==> src/rtl/intcalc_seq.sv <==
// Sequential integer mul/div/mod unit, one shift-add/subtract step per clock.
// Optional early exit for trivial operands: define INTCALC_FASTPATH_EN.
`timescale 1ns/1ps
module intcalc_seq #(
  parameter  int WIDTH = 32,
  localparam int CW    = $clog2(WIDTH+1)
) (
  input  logic             clock,
  input  logic             reset_n,
  input  logic             in_valid,
  output logic             in_ready,
  input  logic [2:0]       func,
  input  logic [WIDTH-1:0] in1,
  input  logic [WIDTH-1:0] in2,
  output logic             out_valid,
  input  logic             out_ready,
  output logic [WIDTH-1:0] out,
  output logic             div0
);

  typedef enum logic [1:0] {IDLE, CALC, FIX, DONE} state_t;

  state_t               state, state_n;
  logic [1:0]           op;
  logic                 neg_res, neg_rem, dz;
  logic [WIDTH-1:0]     opd;
  logic [2*WIDTH-1:0]   prod;
  logic [WIDTH-1:0]     rem;
  logic [CW-1:0]        cnt;

  logic                 in_signed, in_mul, in_dz, fast;
  logic [WIDTH-1:0]     abs1, abs2;
  logic                 op_mul;
  logic [WIDTH:0]       mac;
  logic [WIDTH:0]       trial;
  logic                 ge;
  logic [WIDTH-1:0]     rem_step;
  logic [2*WIDTH-1:0]   prod_s;
  logic [WIDTH-1:0]     quot_s, rem_s, res;

  assign in_signed = ~func[2];
  assign in_mul    = (func[1:0] == 2'b00) | (func[1:0] == 2'b11);
  assign in_dz     = ~in_mul & ~|in2;
  assign abs1      = (in_signed & in1[WIDTH-1]) ? -in1 : in1;
  assign abs2      = (in_signed & in2[WIDTH-1]) ? -in2 : in2;

`ifdef INTCALC_FASTPATH_EN
  assign fast = in_dz | ~|in1 | (in_mul & ~|in2);
`else
  assign fast = 1'b0;
`endif

  assign in_ready  = (state == IDLE);
  assign out_valid = (state == DONE);
  assign op_mul    = (op == 2'b00) | (op == 2'b11);

  // one multiply step (add then shift right) and one restoring divide step
  always_comb begin
    mac      = {1'b0, prod[2*WIDTH-1:WIDTH]}
             + (prod[0] ? {1'b0, opd} : '0);
    trial    = {rem, prod[WIDTH-1]};
    ge       = trial >= {1'b0, opd};
    rem_step = ge ? WIDTH'(trial - {1'b0, opd})
                  : trial[WIDTH-1:0];
  end

  // sign correction and result select for the FIX cycle
  always_comb begin
    prod_s = neg_res ? -prod : prod;
    quot_s = neg_res ? -prod[WIDTH-1:0] : prod[WIDTH-1:0];
    rem_s  = neg_rem ? -rem : rem;
    res    = '0;
    unique case (1'b1)
      op == 2'b00: res = prod_s[WIDTH-1:0];
      op == 2'b11: res = prod_s[2*WIDTH-1:WIDTH];
      op == 2'b01: res = dz ? '1 : quot_s;
      op == 2'b10: res = rem_s;
    endcase
  end

  // state register
  always_ff @(posedge clock) begin
    if (!reset_n) state <= IDLE;
    else          state <= state_n;
  end

  // next-state logic
  always_comb begin
    state_n = state;
    unique case (state)
      IDLE: if (in_valid) state_n = fast ? FIX : CALC;
      CALC: if (cnt == CW'(1)) state_n = FIX;
      FIX:  state_n = DONE;
      DONE: if (out_ready) state_n = IDLE;
    endcase
  end

  // operand latch, iteration datapath and result register
  always_ff @(posedge clock) begin
    if (!reset_n) begin
      op      <= '0;
      neg_res <= 1'b0;
      neg_rem <= 1'b0;
      dz      <= 1'b0;
      opd     <= '0;
      prod    <= '0;
      rem     <= '0;
      cnt     <= '0;
      out     <= '0;
      div0    <= 1'b0;
    end else begin
      unique case (state)
        IDLE: if (in_valid) begin
          op      <= func[1:0];
          dz      <= in_dz;
          neg_res <= in_signed & (in1[WIDTH-1] ^ in2[WIDTH-1]);
          neg_rem <= in_signed & in1[WIDTH-1];
          cnt     <= CW'(WIDTH);
          if (in_mul) begin
            opd  <= abs1;
            prod <= fast ? '0 : {{WIDTH{1'b0}}, abs2};
            rem  <= '0;
          end else begin
            opd  <= abs2;
            prod <= fast ? '0 : {{WIDTH{1'b0}}, abs1};
            rem  <= (fast & in_dz) ? abs1 : '0;
          end
        end
        CALC: begin
          cnt <= cnt - CW'(1);
          if (op_mul) begin
            prod <= {mac, prod[WIDTH-1:1]};
          end else begin
            prod <= {prod[2*WIDTH-1:WIDTH],
                     prod[WIDTH-2:0], ge};
            rem  <= rem_step;
          end
        end
        FIX: begin
          out  <= res;
          div0 <= dz;
        end
        DONE: ;
      endcase
    end
  end

endmodule

==> config.mk <==
export PLATFORM = sky130hd
export DESIGN_NAME = intcalc_seq
export DESIGN_NICKNAME = d
export VERILOG_FILES = /design/src/rtl/intcalc_seq.sv
export SDC_FILE = /design/constraint.sdc
export NUM_CORES = 1
export LEC_CHECK = 0
export CAP_MARGIN = 10
export CELL_PAD_IN_SITES_DETAIL_PLACEMENT = 1
export CELL_PAD_IN_SITES_GLOBAL_PLACEMENT = 1
export CORE_MARGIN = 5
export CORE_UTILIZATION = 48
export DETAILED_ROUTE_END_ITERATION = 6
export GPL_TIMING_DRIVEN = 0
export HOLD_SLACK_MARGIN = 0.15
export PLACE_DENSITY = 0.94
export SYNTH_ARGS = -nofsm -noshare
export SYNTH_HDL_FRONTEND = slang
export SYNTH_SLANG_ARGS = --single-unit
==> constraint.sdc <==
create_clock -name clock -period 5.8 [get_ports clock]
set_input_delay 0.58 -clock clock [delete_from_list [all_inputs] [get_ports clock]]
set_output_delay 0.58 -clock clock [all_outputs]
set_load 0.1 [all_outputs]
==> run_results.csv, run 1 <==
group,metric,value,unit
sta,period_needed,4.709,ns
yosys,syn_inst,2092,
sta,tightest_slew,1.037,ns
sta,skew,0.01103,ns
yosys,synth_top_area_share,23.01,%
detailed_routing,drtIter0Drc,1485,
placed_design,portBuffers,104,
grt,grt-ovfl-total,0,
power_and_ir_drop,vdd_ir_drop_max,0.0002594,V
yosys,synth_top_cell_by_area,"dfxtp_1",
yosys,synthArstFlopShare,0,%
cts,cts_buffers,17,
yosys,yosysSeqAreaShare,23.01,%
detailed_routing,m1WireLength,26.94,mm
cts,cts_tree,"done",
cts,clockBufferDepth,2,
power_and_ir_drop,switching_share,52.36,%
worst_setup_path,r2r-end,"out[30]$_SDFFE_PN0P_",
run,cap_violations,0,
worst_setup_path,endpoint,"out[30]$_SDFFE_PN0P_",
placed_design,dp_hpwl,55.10,mm
worst_setup_path,path_cells,"clkbuf_1 > inv_1 > clkbuf_1 > ha_1 > or3b_2 > or3_1 > or2_1 > or3_1 > clkbuf_1 > o31ai_1 > xnor2_1 > a22oi_1 > o22ai_1 > a22o_1",
status,status,"finished, final reports clean",
floorplan,chipHeight,187.6,um
cts,ctsHoldBuffers,0,
sta,slew_violations,0,
sta,setup_viol,0,
cts,cts.clk_slew.worst_paths,0.08,ns
worst_setup_path,cp_data_required_time,6.16,ns
power_and_ir_drop,seqPwrFrac,24.9,%
worst_setup_path,cp-start-kind,"register",
floorplan,dieArea,35190,um2
power_and_ir_drop,pwr-share-clk,17.9,%
cts,clkSinkCount,174,
detailed_routing,highest_layer,"met5",
worst_setup_path,max_stage_delay,0.53,ns
placed_design,routabilityCongestion,1.015,
floorplan,start_util,48.35,%
worst_setup_path,rr_startpoint,"prod[0]$_SDFFE_PN0P_",
detailed_routing,via_count,17548,
cells_and_area,post_route_cells_drive_above_1_share,3.636,%
worst_setup_path,path_common_cell,"clkbuf_1",
hold_path,holdCritPathClass,"reg -> reg",
worst_setup_path,worstPathArrival,5.07,ns
sta,finalHoldViolCount,0,
sta,fin_tns_setup,0,ns
sta,rsz0062_at_grt,"no",
yosys,synth_edf_count,0,
detailed_routing,first_pass_iters,5,
floorplan,rows,65,
worst_setup_path,cp_slowest_cell,"clkbuf_1",
worst_setup_path,cp_num_cells,14,
sta,max_freq,212.4,MHz
yosys,synth.area.top_cells,"dfxtp_1 (23%), xnor2_1 (7.3%), a21oi_1 (6.7%)",
grt,track_usage,37.78,%
grt,grt_max_degree,17,
floorplan,io_pins,106,
cells_and_area,antenna_cells,0,
yosys,yosysWarningCount,0,
worst_setup_path,crit_path_start,"prod[0]$_SDFFE_PN0P_",
floorplan,core-area,31310,um2
cells_and_area,layout.nets,2366,
yosys,ys.flop_type,"dfxtp_1",
sta,finalCritPeriodShare,81.18,%
worst_setup_path,r2r_setup_slack,1.09,ns
grt,antenna_found_initial,1,
detailed_routing,drc_errors,0,
worst_setup_path,critPathMaxFanout,10,
grt,grt_pass1_wl,105.1,mm
power_and_ir_drop,power.internal,3.345,mW
cts,h-tree-depth,4,
yosys,synth_area_per_cell,7.236,um2
cts,clock_latency,0.47,ns
grt,grt_pass1_vias,18204,
floorplan,dieWidth,187.6,um
detailed_routing,wire_per_inst,26.30,um
power_and_ir_drop,switching_power,3.678,mW
cts,postCtsSetupRepairBufs,0,
worst_setup_path,rr_worst_depth,14,
cts,clk_root_buffer_cell,"clkbuf_16",
power_and_ir_drop,p_per_area,406.1,nW/um2
detailed_routing,dr_wl_met3,6.112,mm
worst_setup_path,cpLargestDelayFamily,"simple AND/OR/NAND/NOR gates",
detailed_routing,routed_wirelength,69.17,mm
detailed_routing,vias_per_cell,6.672,
cts,ctsResizeCount,0,
yosys,synth_cell_types,73,
yosys,syn_nets,2243,
detailed_routing,ant_nets,0,
worst_setup_path,cp-end-kind,"register",
detailed_routing,dr_wl_met2,30.87,mm
yosys,ys_seq_elements,174,
cells_and_area,area_delta_synth_final,14.23,%
cells_and_area,final_core_util,55.23,%
yosys,syn-cell-area,15140,um2
power_and_ir_drop,p_leak,6.614,nW
sta,maxSlewHeadroom,30.42,%
worst_setup_path,path_buf_inv,4,
power_and_ir_drop,share_comb_of_total_power,57.2,%
cells_and_area,n_fill_cell,4006,
worst_setup_path,worstSetupPathType,"reg -> reg",
stage by stage:
stage	cells	hold WS [ns]	power, mW	worst slack [ns]	instance area, um2
detailed placement	2598	0.4505	5.565	1.278	16680
finish	2630	0.4616	7.023	1.091	17290
floorplan	2092	0.4319	4.280	2.329	15140
CTS	2630	0.4590	6.849	1.230	17290
global route	2630	0.4901	7.279	0.8643	17290
global placement	2598	0.4407	5.427	1.405	16680
power groups by stage:
stage | combinational (mW) | clock [mW] | sequential [mW]
after floorplan | 2.35 | 0 | 1.93
after global placement | 3.70 | 0 | 1.72
after detailed placement | 3.82 | 0 | 1.74
after CTS | 3.89 | 1.24 | 1.72
after global routing | 4.22 | 1.31 | 1.75
final | 4.02 | 1.26 | 1.75
synthesized netlist by cell type, types with 12 or more instances:
cell,count
nand3_1,54
o41ai_1,16
xor2_1,79
nand4_1,15
a21o_1,29
a221oi_1,14
a22o_1,15
or3_1,23
nor2b_1,12
nor3_1,33
a22oi_1,14
or4_1,17
a211oi_1,31
nor4_1,18
o21ai_0,200
a32oi_1,13
ha_1,78
a21oi_1,202
o21a_1,12
o211ai_1,31
xnor2_1,126
dfxtp_1,174
a31oi_1,14
nor2_1,226
o31ai_1,46
nand2_1,210
mux2i_1,24
clkbuf_1,124
nand2b_1,22
mux2_2,25
inv_1,71
flip-flops by register name (all words and copies together), names as in the netlist:
name	cells
state	2
out	32
rem	32
neg_rem	1
prod	64
cnt	6
op	2
dz	1
div0	1
neg_res	1
opd	32
cells in the final DEF, fill, tap and decap left out, types with 29 or more instances in the layout:
| master | count |
|---|---|
| clkbuf_1 | 124 |
| dfxtp_1 | 174 |
| o21ai_0 | 200 |
| clkdlybuf4s50_1 | 104 |
| nor2_1 | 226 |
| a21o_1 | 29 |
| a21oi_1 | 202 |
| nor3_1 | 33 |
| o211ai_1 | 31 |
| nand3_1 | 54 |
| ha_1 | 78 |
| inv_1 | 71 |
| xor2_1 | 79 |
| a211oi_1 | 31 |
| o31ai_1 | 46 |
| xnor2_1 | 126 |
| nand2_1 | 210 |
worst min-delay path: stages (launching register included):
cell and delay [ns]:
dfxtp_1 0.32, nand2_1 0.05, a21oi_1 0.05
logic make-up after synthesis:
logic type      share of synthesized area (%)
fa+ha+maj                               6.711
buf+inv                                 5.116
simple gates                            20.58
mux                                     3.447
compound gates                          29.28
flops                                   23.01
xor+xnor                                11.86
per-layer routing:
layer,vias up,track usage (%)
met5,-,0
met4,2,24.45
met3,288,7.483
met2,1019,60.97
met1,8447,45.95
li1,7792,-
worst min-delay path by stage:
| stage | startpoint | endpoint | slack, ns | cells after the start |
|---|---|---|---|---|
| 2_1_floorplan | opd[10]$_SDFFE_PN0P_ | opd[10]$_SDFFE_PN0P_ | 0.43 | 2 |
| 3_3_place_gp | opd[8]$_SDFFE_PN0P_ | opd[8]$_SDFFE_PN0P_ | 0.44 | 2 |
| 3_5_place_dp | opd[4]$_SDFFE_PN0P_ | opd[4]$_SDFFE_PN0P_ | 0.45 | 2 |
| 4_1_cts | opd[4]$_SDFFE_PN0P_ | opd[4]$_SDFFE_PN0P_ | 0.46 | 2 |
| 5_1_grt | opd[13]$_SDFFE_PN0P_ | opd[13]$_SDFFE_PN0P_ | 0.49 | 2 |
| 6_report | opd[4]$_SDFFE_PN0P_ | opd[4]$_SDFFE_PN0P_ | 0.46 | 2 |
cell type report:
cell class / count / area (um2) / area share (%)
Clock inverter: 15 / 185.2 / 1.071
Clock buffer: 17 / 425.4 / 2.460
Buffer: 130 / 496.7 / 2.872
Tap cell: 402 / 503.0 / 2.909
Timing Repair Buffer: 104 / 1041 / 6.020
Multi-Input combinational cell: 1714 / 10880 / 62.92
Sequential cell: 174 / 3483 / 20.14
Inverter: 74 / 277.8 / 1.606
(Power assumes the default switching activity.)
==> run 2, diff against run 1 <==
CORE_UTILIZATION = 45   (was 48)
PLACE_DENSITY = 0.9   (was 0.94)
clock period = 4.4 ns   (was 5.8 ns; I/O delays follow)
==> run_results.csv, run 2 (synthesized netlist as in run 1, its figures left out) <==
group,metric,value,unit
floorplan,dieWidth,193.4,um
sta,max_freq,235.5,MHz
sta,rsz0062_at_grt,"no",
floorplan,chipHeight,193.4,um
cells_and_area,post_route_cells_drive_above_1_share,3.817,%
worst_setup_path,cp_data_required_time,4.74,ns
status,status,"finished, final reports clean",
sta,period_needed,4.246,ns
cells_and_area,layout.cells.most_common,"nor2_1",
power_and_ir_drop,totalPowerFinal,9.198,mW
detailed_routing,vias_per_cell,6.509,
cts,cts_tree,"done",
hold_path,whs_path_depth,2,
hold_path,holdCritPathClass,"reg -> reg",
detailed_routing,first_pass_iters,5,
worst_setup_path,r2r-end,"prod[0]$_SDFFE_PN0P_",
hold_path,min_from,"opd[9]$_SDFFE_PN0P_",
grt,antenna_found_initial,2,
cells_and_area,top_register,"prod",
placed_design,portBuffers,104,
worst_setup_path,rr_startpoint,"rem[0]$_SDFFE_PN0P_",
cells_and_area,area_delta_synth_final,14.61,%
detailed_routing,drc_errors,0,
cts,ctsHoldBuffers,0,
floorplan,io_pins,106,
detailed_routing,ant_nets,0,
floorplan,core-area,33360,um2
detailed_routing,wire_per_inst,25.29,um
power_and_ir_drop,vdd_ir_drop_max,0.0003419,V
cts,cts_buffers,17,
cells_and_area,layout_common_cells,"nor2_1 (226), nand2_1 (210), a21oi_1 (201), o21ai_0 (200), dfxtp_1 (173)",
cts,h-tree-depth,4,
detailed_routing,routed_wirelength,67.67,mm
power_and_ir_drop,p_per_area,530.1,nW/um2
cts,clkSinkCount,174,
sta,finalCritPeriodShare,96.49,%
cells_and_area,multi_input_area,10890,um2
cts,clk_root_buffer_cell,"clkbuf_16",
worst_setup_path,r2r_setup_slack,0.15,ns
cells_and_area,final_core_util,52.00,%
sta,finalHoldViolCount,0,
cts,clockBufferDepth,2,
detailed_routing,via_count,17417,
grt,grt_pass1_vias,17900,
grt,grt_pass1_wl,103.8,mm
placed_design,dp_hpwl,54.27,mm
cts,clock_latency,0.45,ns
worst_setup_path,worstPathArrival,4.59,ns
cells_and_area,ff_latch_area,3485,um2
grt,grt-ovfl-total,0,
cells_and_area,n_fill_cell,4343,
sta,fin_hold_ws,0.4576,ns
worst_setup_path,worstSetupPathType,"reg -> reg",
worst_setup_path,cp-start-kind,"register",
hold_path,hold-path-endpoint,"opd[9]$_SDFFE_PN0P_",
sta,skew,0.01190,ns
run,cap_violations,0,
sta,setup_viol,0,
floorplan,start_util,45.37,%
floorplan,rows,67,
sta,tightest_slew,1.071,ns
sta,fin_tns_setup,0,ns
grt,track_usage,34.69,%
worst_setup_path,critPathMaxFanout,10,
grt,grt_max_degree,18,
sta,maxSlewHeadroom,28.14,%
worst_setup_path,rr_worst_depth,11,
detailed_routing,drtIter0Drc,1668,
cts,cts.clk_slew.worst_paths,0.08,ns
placed_design,routabilityCongestion,1.030,
placed_design,post-place-ws,-0.04827,ns
sta,finalWorstSetupSlack,0.1543,ns
cells_and_area,layout.nets,2365,
cells_and_area,largest_reg_flops,64,
power_and_ir_drop,p_leak,6.623,nW
worst_setup_path,cp-end-kind,"register",
sta,slew_violations,0,
floorplan,dieArea,37410,um2
[run 2: worst max-delay path, stage by stage (launching register included)]
cell and delay, ns:
dfxtp_1 0.65, ha_1 0.36, nand2b_1 0.12, a211oi_1 0.15, o211ai_1 0.23, a2111oi_0 0.17, nor3_1 0.65, o211ai_1 0.31
a21oi_2 0.49, clkbuf_1 0.59, nand3_1 0.17, a32o_1 0.24
[run 2: worst max path at each step]
stage                               startpoint                    end
after global routing      prod[0]$_SDFFE_PN0P_  prod[57]$_SDFFE_PN0P_
after detailed placement  prod[0]$_SDFFE_PN0P_  prod[61]$_SDFFE_PN0P_
after global placement    prod[0]$_SDFFE_PN0P_   out[30]$_SDFFE_PN0P_
after floorplan           prod[0]$_SDFFE_PN0P_   out[30]$_SDFFE_PN0P_
after CTS                 prod[0]$_SDFFE_PN0P_  prod[57]$_SDFFE_PN0P_
final                      rem[0]$_SDFFE_PN0P_   prod[0]$_SDFFE_PN0P_
[run 2: layout make-up]
cell class | instances | share of cell area, %
sequential | 174 | 20.08
inverter | 74 | 1.601
clock inverter | 14 | 0.9735
tap | 448 | 3.231
clock buffer | 18 | 2.473
multi-input combinational | 1714 | 62.77
antenna | 1 | 0.01442
timing repair buffer | 104 | 6.000
buffer | 129 | 2.856
[run 2: layer usage]
layer | wire [um] | GRT usage (%) | vias to the layer above
met3 | 6075 | 7.219 | 290
met5 | 25 | 0 | -
met2 | 30320 | 55.93 | 914
met4 | 5207 | 22.45 | 4
met1 | 26050 | 42.01 | 8413
li1 | - | - | 7796
[run 2: through the flow]
stage,area [um2],std cells
after floorplan,15140,2092
after global placement,16740,2644
after detailed placement,16740,2644
after CTS,17350,2676
after global routing,17350,2675
final,17350,2676
[run 2: repair_timing]
item                                    in CTS  in global routing
buffers inserted                             0                  0
gates resized for setup                      2                  4
endpoints found under the setup margin       5                 21
[run 2: report_power, final]
group / switching, mW / internal [mW]
Combinational: 3.64 / 1.63
Clock: 0.754 / 0.859
Sequential: 0.429 / 1.88
Total: 4.83 / 4.37
==> run 3, diff against run 2 <==
SLEW_MARGIN = 30   (was unset)
==> run_results.csv, run 3 (synthesized netlist as in run 1, its figures left out) <==
group,metric,value,unit
detailed_routing,vias_per_cell,6.511,
grt,grt_max_degree,18,
worst_setup_path,worstSetupPathType,"reg -> reg",
worst_setup_path,cp-end-kind,"register",
floorplan,dieArea,37410,um2
grt,busiest_layer,"met2",
sta,finalCritPeriodShare,97.24,%
detailed_routing,first_pass_iters,6,
floorplan,dieWidth,193.4,um
power_and_ir_drop,totalPowerFinal,9.206,mW
worst_setup_path,critPathMaxFanout,10,
grt,grt_pass1_wl,103.8,mm
sta,max_freq,233.7,MHz
detailed_routing,via_count,17423,
sta,period_needed,4.279,ns
cts,ctsHoldBuffers,0,
cells_and_area,layout_common_cells,"nor2_1 (226), nand2_1 (210), a21oi_1 (201), o21ai_0 (200), dfxtp_1 (173)",
floorplan,io_pins,106,
placed_design,post-place-ws,-0.04827,ns
grt,use_met2,55.93,%
sta,slew_violations,0,
cells_and_area,top_register,"prod",
sta,maxSlewHeadroom,32.81,%
cts,clkSinkCount,174,
power_and_ir_drop,p_leak,6.625,nW
worst_setup_path,cp-start-kind,"register",
cts,postCtsSetupRepairBufs,0,
status,status,"finished, final reports clean",
placed_design,dp_hpwl,54.27,mm
sta,rsz0062_at_grt,"no",
cts,h-tree-depth,4,
cells_and_area,multi_input_area,10890,um2
grt,grt_use_met1,42.01,%
sta,tightest_slew,1.004,ns
power_and_ir_drop,p_per_area,530.5,nW/um2
cells_and_area,area_delta_synth_final,14.64,%
sta,setup_viol,0,
cts,cts_buffers,17,
cts,clock_latency,0.45,ns
cells_and_area,largest_reg_flops,64,
detailed_routing,drc_errors,0,
hold_path,holdCritPathClass,"reg -> reg",
sta,skew,0.01223,ns
detailed_routing,ant_nets,0,
worst_setup_path,cp_data_required_time,4.74,ns
grt,use_met3,7.219,%
grt,track_usage,34.69,%
grt,grt-ovfl-total,0,
worst_setup_path,worstPathArrival,4.62,ns
detailed_routing,wire_per_inst,25.34,um
cts,clockBufferDepth,2,
floorplan,start_util,45.37,%
grt,antenna_found_initial,2,
floorplan,chipHeight,193.4,um
detailed_routing,routed_wirelength,67.81,mm
cts,cts_tree,"done",
cells_and_area,ff_latch_area,3485,um2
floorplan,core-area,33360,um2
cells_and_area,n_fill_cell,4341,
placed_design,routabilityCongestion,1.030,
cells_and_area,post_route_cells_drive_above_1_share,3.862,%
power_and_ir_drop,vdd_ir_drop_max,0.0003433,V
cells_and_area,layout.cells.most_common,"nor2_1",
cells_and_area,layout.nets,2365,
detailed_routing,drtIter0Drc,1699,
sta,finalWorstSetupSlack,0.1213,ns
cts,cts.clk_slew.worst_paths,0.07,ns
floorplan,rows,67,
grt,grt_pass1_vias,17900,
sta,finalHoldViolCount,0,
run,cap_violations,0,
cts,clk_root_buffer_cell,"clkbuf_16",
placed_design,portBuffers,104,
## run 3: what timing repair did
item	4_1_cts	5_1_grt
pin swaps	0	0
setup endpoints to repair	5	21
resized for setup	2	4
## run 3: critical path, stage by stage, from the launching register on
cell and delay (ns):
dfxtp_1 0.54, inv_1 0.17, ha_1 0.24, nand2b_1 0.18, a211oi_1 0.50, o211ai_1 0.17, a2111oi_0 0.64, nor3_1 0.30
o211ai_1 0.40, a21oi_2 0.22, clkbuf_1 0.31, nand2_1 0.15, o21ai_0 0.10, a22o_1 0.23
## run 3: worst paths after layout
path	start	endpoint	slack, ns	depth (start not counted)
hold / removal	opd[9]$_SDFFE_PN0P_	opd[9]$_SDFFE_PN0P_	0.46	2
setup reg to reg	prod[31]$_SDFFE_PN0P_	rem[15]$_SDFFE_PN0P_	0.12	13
setup / recovery	prod[31]$_SDFFE_PN0P_	rem[15]$_SDFFE_PN0P_	0.12	13
hold reg to reg	opd[9]$_SDFFE_PN0P_	opd[9]$_SDFFE_PN0P_	0.46	2
## run 3: power breakdown
part           internal (mW)  switching (mW)  leakage [nW]
sequential              1.88           0.431          1.42
combinational           1.63            3.65          4.92
clock                  0.859           0.754         0.284
## run 3: layer usage
metal	share of wire (%)	routed length (um)
met5	0.034	23
met4	7.7	5220
met3	9.0	6109
met2	45	30360
met1	38	26100
## run 3: cell type report
class / instances / share of cell area (%)
inverters: 74 / 1.601
clock buffers: 18 / 2.473
plain buffers: 129 / 2.855
diodes: 1 / 0.01442
clock inverters: 14 / 0.9733
well taps: 448 / 3.230
flip-flops and latches: 174 / 20.08
multi-input cells: 1714 / 62.78
repair buffers: 104 / 5.999
## run 3: per-stage QoR
stage / cells / util, % / area (um2) / hold slack, ns / setup TNS [ns]
6_report: 2676 / 52.01 / 17350 / 0.4608 / 0
5_1_grt: 2675 / 52.01 / 17350 / 0.4724 / 0
4_1_cts: 2676 / 51.99 / 17350 / 0.4579 / 0
3_5_place_dp: 2644 / 50.17 / 16740 / 0.4495 / -0.05490
3_3_place_gp: 2644 / 50.17 / 16740 / 0.4398 / 0
2_1_floorplan: 2092 / - / 15140 / 0.4319 / 0
